===== config.mk =====
export PLATFORM = sky130hd
export DESIGN_NAME = rx_demapper
export DESIGN_NICKNAME = d
export VERILOG_FILES = /design/src/rtl/rx_demapper.sv
export SDC_FILE = /design/constraint.sdc
export NUM_CORES = 1
export LEC_CHECK = 0
export BUFFER_PORTS_ARGS = -buffer_cell sky130_fd_sc_hd__buf_2
export CORE_MARGIN = 2
export CORE_UTILIZATION = 55
export DETAILED_ROUTE_END_ITERATION = 16
export PLACE_DENSITY = 0.71
export SLEW_MARGIN = 10
export SYNTH_ARGS = -nofsm -noshare
export SYNTH_HDL_FRONTEND = slang
export SYNTH_SLANG_ARGS = --single-unit

===== constraint.sdc =====
create_clock -name i_clk -period 2.55 [get_ports i_clk]
set_input_delay 0.1275 -clock i_clk [delete_from_list [all_inputs] [get_ports i_clk]]
set_output_delay 0.1275 -clock i_clk [all_outputs]
set_load 0.05 [all_outputs]

===== src/rtl/rx_demapper.sv =====
// Serial frame demapper: hunts for the alignment word, captures payload plus CRC-8,
// optionally ACKs good frames and drains the payload over an AXI-Stream style port.
module rx_demapper #(
  parameter int          PYLD_LEN = 16,
  parameter logic [15:0] FAS_WORD = 16'hF628
) (
  input  logic       i_clk,
  input  logic       i_rst_n,
  input  logic       i_otn_tx_data,
  output logic       o_otn_tx_ack,
  input  logic       i_arq_en,
  output logic [7:0] o_pyld_data,
  output logic       o_pyld_data_valid,
  input  logic       i_pyld_data_ready,
  output logic       o_crc_err,
  output logic       o_overflow
);

  localparam int NBITS = 8 * PYLD_LEN;
  localparam int BCW   = $clog2(NBITS);
  localparam int IW    = $clog2(PYLD_LEN);
  localparam logic [BCW-1:0] LAST_BIT  = BCW'(NBITS - 1);
  localparam logic [IW-1:0]  LAST_BYTE = IW'(PYLD_LEN - 1);

  typedef enum logic [1:0] {
    S_HUNT  = 2'd0,
    S_RECV  = 2'd1,
    S_CRCB  = 2'd2,
    S_CHECK = 2'd3
  } state_t;

  function automatic logic [7:0] crc8_step(input logic [7:0] crc, input logic bit_in);
    logic fb;
    fb = crc[7] ^ bit_in;
    return {crc[6:0], 1'b0} ^ (fb ? 8'h07 : 8'h00);
  endfunction

  state_t                     r_state;
  logic [15:0]                r_shift;
  logic [BCW-1:0]             r_bitcnt;
  logic [7:0]                 r_crc;
  logic [7:0]                 r_rx_crc;
  logic [PYLD_LEN-1:0][7:0]   r_buf;
  logic                       r_ack;
  logic                       r_err;
  logic                       r_ovf;
  logic                       r_valid;
  logic [IW-1:0]              r_rd_idx;
  logic [7:0]                 r_data;

  logic                       w_fas_hit;
  logic [NBITS-1:0]           w_buf_flat;
  logic                       w_crc_ok;
  logic                       w_start;
  logic                       w_hs;
  logic [IW-1:0]              w_rd_next;

  // The match includes the bit arriving this cycle, so sync is declared one cycle earlier.
  assign w_fas_hit  = ({r_shift[14:0], i_otn_tx_data} == FAS_WORD);
  assign w_buf_flat = r_buf;
  assign w_crc_ok   = (r_crc == r_rx_crc);
  assign w_start    = (r_state == S_CHECK) && (w_crc_ok || !i_arq_en);
  assign w_hs       = r_valid && i_pyld_data_ready;
  assign w_rd_next  = r_rd_idx + 1'b1;

  // Frame FSM: alignment search, payload/CRC capture and status pulses.
  always_ff @(posedge i_clk or negedge i_rst_n) begin
    if (!i_rst_n) begin
      r_state  <= S_HUNT;
      r_shift  <= 16'h0000;
      r_bitcnt <= '0;
      r_crc    <= 8'h00;
      r_rx_crc <= 8'h00;
      r_buf    <= '0;
      r_ack    <= 1'b0;
      r_err    <= 1'b0;
      r_ovf    <= 1'b0;
    end else begin
      r_shift <= {r_shift[14:0], i_otn_tx_data};
      r_ack   <= 1'b0;
      r_err   <= 1'b0;
      r_ovf   <= 1'b0;
      case (r_state)
        S_HUNT: begin
          if (w_fas_hit) begin
            if (r_valid) begin
              r_ovf <= 1'b1;
            end else begin
              r_state  <= S_RECV;
              r_bitcnt <= '0;
              r_crc    <= 8'h00;
            end
          end
        end
        S_RECV: begin
          r_buf <= {w_buf_flat[NBITS-2:0], i_otn_tx_data};
          r_crc <= crc8_step(r_crc, i_otn_tx_data);
          if (r_bitcnt == LAST_BIT) begin
            r_bitcnt <= '0;
            r_state  <= S_CRCB;
          end else begin
            r_bitcnt <= r_bitcnt + 1'b1;
          end
        end
        S_CRCB: begin
          r_rx_crc <= {r_rx_crc[6:0], i_otn_tx_data};
          if (r_bitcnt[2:0] == 3'd7) begin
            r_bitcnt <= '0;
            r_state  <= S_CHECK;
          end else begin
            r_bitcnt <= r_bitcnt + 1'b1;
          end
        end
        S_CHECK: begin
          r_ack   <= w_crc_ok && i_arq_en;
          r_err   <= !w_crc_ok;
          r_state <= S_HUNT;
        end
        default: begin
          r_state <= S_HUNT;
        end
      endcase
    end
  end

  // Payload drain: first byte lands in the CHECK cycle's edge, later bytes advance on handshake.
  always_ff @(posedge i_clk or negedge i_rst_n) begin
    if (!i_rst_n) begin
      r_valid  <= 1'b0;
      r_rd_idx <= '0;
      r_data   <= 8'h00;
    end else if (w_start) begin
      r_valid  <= 1'b1;
      r_rd_idx <= '0;
      r_data   <= r_buf[LAST_BYTE];
    end else if (w_hs) begin
      if (r_rd_idx == LAST_BYTE) begin
        r_valid <= 1'b0;
      end else begin
        r_rd_idx <= w_rd_next;
        r_data   <= r_buf[LAST_BYTE - w_rd_next];
      end
    end
  end

  assign o_otn_tx_ack      = r_ack;
  assign o_crc_err         = r_err;
  assign o_overflow        = r_ovf;
  assign o_pyld_data_valid = r_valid;
  assign o_pyld_data       = r_data;

endmodule


==> results by group <==
Logic synthesis
  • Syn Std Cell Area: 8349 µm²
  • Asr flop ratio synth: 1.000
  • Post-synthesis sequential area ratio: 0.5515
  • Flip-flop and latch count after synthesis: about 180
  • Adder-cell area share of the yosys netlist: 0.01199
  • Mux cell area share after synthesis: 0.3349
  • Post-synth top area share: 0.5515
  • Simple-Gate Fraction of Synth Area: 0.03372
  • Largest cells by area after synthesis: dfrtp_1 (55%), mux2_2 (21%), mux4_1 (9.4%)
  • Primary FF master, synth: dfrtp_1
  • Synth area leader: dfrtp_1
  • Synth Area in Compound Gates: 0.02488
  • Synth warn: 0
  • Xor-xnor portion of the synthesized cell area: 0.02023
  • Post-Syn Nets: 548
  • Post-synth EDFFs: 0
  • Syn Inst Count: 535
  • Mean Syn Cell Area: between 15 and 20 µm²
  • Unique masters post-synth: 40
  • Main combinational cell family by area after synthesis: multiplexers

Floorplanning
  • CORE AREA: between 15000 and 20000 µm²
  • Top-level port count: 17
  • Die area: ~16000 µm²
  • Die Wd: 127.2 µm
  • Row count: 45
  • Die height: about 130 µm
  • Initial core utilization: 0.5554

Pwr
  • Power per cell area: about 670 nW/µm²
  • VDD IR max: 0.4915 mV
  • Pwr Total: ~0.0062 W
  • Leakage: about 4.4 nW

Route
  • WL per Instance: between 20 and 25 µm
  • Final ANT Viol Nets: 0
  • Initial DRC Count: 282
  • Drt drc: 0
  • DRT Wirelength: approximately 16 mm
  • Drt via density: 6.009
  • DRT Pass-1 Iters: 4
  • Via count: ~4.5k

Placement
  • Buffers on Ports: 16
  • Post-DP HPWL: 10.42 mm
  • Placed cell area: 8675 µm²
  • Routability Congestion: roughly 0.74

STA
  • Hold WS: approximately 0.038 ns
  • Fmax: between 400 and 500 MHz
  • Clock Skew: approximately 0.0095 ns
  • Fin. max-slew vios: 0
  • Relative slew slack: 0.5343
  • Fin crit period: 2.390 ns
  • Final Hold Violating Endpoints: 0
  • # setup viols final: 0
  • RSZ-0062 raised after global routing: no
  • Fin Setup TNS: 0 ns
  • Final critical-path share of the clock period: 0.9371
  • Worst-Margin Slew: around 0.7 ns

Global route
  • First-pass GRT wire length: 26.32 mm
  • Initial antenna violation count: 0
  • Total congestion overflow: 0
  • Vias in the first global route: 4804
  • Largest net degree at the start of global routing: 95
  • GRT Overall Usage: 0.2106

Critical path
  • Max stage delay on crit path: ~0.44 ns
  • Arr. time, crit path: between 2 and 3 ns
  • Crit Path Category: reg2reg
  • Sequence of cells on the critical path: ha_1 > buf_12 > mux4_1 > mux2i_1 > mux2i_1 > mux2_2 > mux2_2
  • Crit end category: register
  • CP delay by family, top: multiplexers
  • Critical Path RT: 2.86 ns
  • Crit Path Max Fanout: 33
  • Slowest cell on the critical path: dfrtp_2
  • Crit path launch type: register
  • WP buf/inv: 1

Clock network
  • Clock sink count: roughly 180
  • CTS clk-pin slew, worst paths: around 0.070 ns
  • Post-CTS Setup Bufs: 0
  • Root Buffer: clkbuf_16
  • Hold Buf Count CTS: 3
  • CTS tree: yes
  • Worst-Skew Late Latency: around 0.43 ns
  • Level count of the clock H-tree: 4
  • Num CTS Buffers: 17
  • Post-CTS sizing: 0
  • Maximum root-to-sink buffer count: 2

Final layout
  • Final-stage net count: 569
  • Diode count: 0
  • Finished Core Util: 0.6202
  • Share of cells above drive strength 1: 0.3831
  • Synthesis-to-layout area growth: 11.67%
  • Final instance area: roughly 9300 µm²

Flow run
  • Max-cap violations: 0

Worst hold path
  • Hold/Removal Path Class: in2reg

Outcome
  • Outcome: finished, final reports clean
==> Yosys cell counts (3+ instances only) <==
cell / instances
mux2_2: 152
nor2_1: 12
and2_1: 7
mux2i_1: 24
inv_1: 6
a21oi_1: 6
nand2_1: 13
nand4_1: 3
mux4_1: 30
o21ai_0: 4
clkbuf_1: 22
nand3_1: 8
a22o_1: 8
xnor2_1: 12
dfrtp_1: 184
o21ai_1: 3
ha_1: 8
o2bb2ai_1: 3
==> layout make-up <==
type,count,area (µm²)
fill,1061,5709
multi-input combinational,317,3567
clock buffer,20,456.7
timing repair buffer,30,274.0
inverter,6,22.52
clock inverter,12,162.7
sequential,184,4606
tap,188,235.2
==> registers in the layout, indices dropped and copies added (netlist names) <==
signal and cells:
r_rd_idx 4, o_pyld_data 8, r_state 2, r_buf 128, o_otn_tx_ack 1, r_rx_crc 8
r_shift 15, r_bitcnt 7, o_overflow 1, o_pyld_data_valid 1, o_crc_err 1, r_crc 8
==> worst min-delay path, stage by stage <==
cell and delay, ns:
buf_2 0.11, inv_1 0.04, o21ai_0 0.08, nand2_1 0.07
==> power by group <==
part	switching (W)	total, W	leakage [nW]	internal, W
clock	0.00114	0.00274	0.298	0.00161
combinational	0.000138	0.000317	1.74	0.000179
sequential	0.000113	0.00315	2.38	0.00304
total	0.00139	0.00621	4.42	0.00482
==> logic make-up after synthesis <==
group	after synthesis
muxes	209
DFF	184
and+or+nand+nor	55
buffers and inverters	34
AOI/OAI and AO/OA	30
xor gates and xnor gates	15
adders and majority gates	8
==> layer usage <==
metal	part of all wire	track usage
met5	0	0
met4	0.0094	0.05559
met3	0.050	0.05779
met2	0.47	0.3194
met1	0.47	0.3053
==> cells in the final DEF (no fill, tap or decap), types with 2 or more instances in the layout <==
cell,instances
nor2_1,12
a21oi_1,6
xnor2_1,12
or2_2,2
o21ai_0,4
and2_1,7
nand4_1,3
inv_1,6
a22o_1,8
or3_1,2
dfrtp_1,183
bufinv_16,3
inv_6,3
mux4_1,30
o2bb2ai_1,3
clkinv_4,3
mux4_2,2
clkinvlp_4,2
buf_4,5
dlygate4sd3_1,3
nand2_1,13
xor2_4,2
buf_12,6
o21ai_1,3
clkbuf_8,2
nor4bb_1,2
mux2_2,152
nand2b_1,2
buf_2,15
nand3_1,8
mux2i_1,24
clkbuf_16,17
ha_1,7
==> worst paths after layout <==
path,start,to,slack (ns),cells after the start
max,r_rd_idx[0],o_pyld_data[1],0.16,7
min,i_pyld_data_ready,o_pyld_data_valid,0.04,4
max reg2reg,r_rd_idx[0],o_pyld_data[1],0.16,7
min reg2reg,r_shift[8],r_shift[9],0.37,0
max in group asynchronous,i_rst_n,r_buf[7],1.52,3
min in group asynchronous,i_rst_n,r_bitcnt[3],0.26,2
==> metrics by stage <==
stage | instances | setup slack (ns)
floorplan | 535 | 0.2678
global placement | 722 | 0.2375
detailed placement | 722 | 0.1901
CTS | 757 | 0.1773
global route | 757 | 0.04355
finish | 757 | 0.1604
Note: power is estimated with default switching activity, not from simulation.
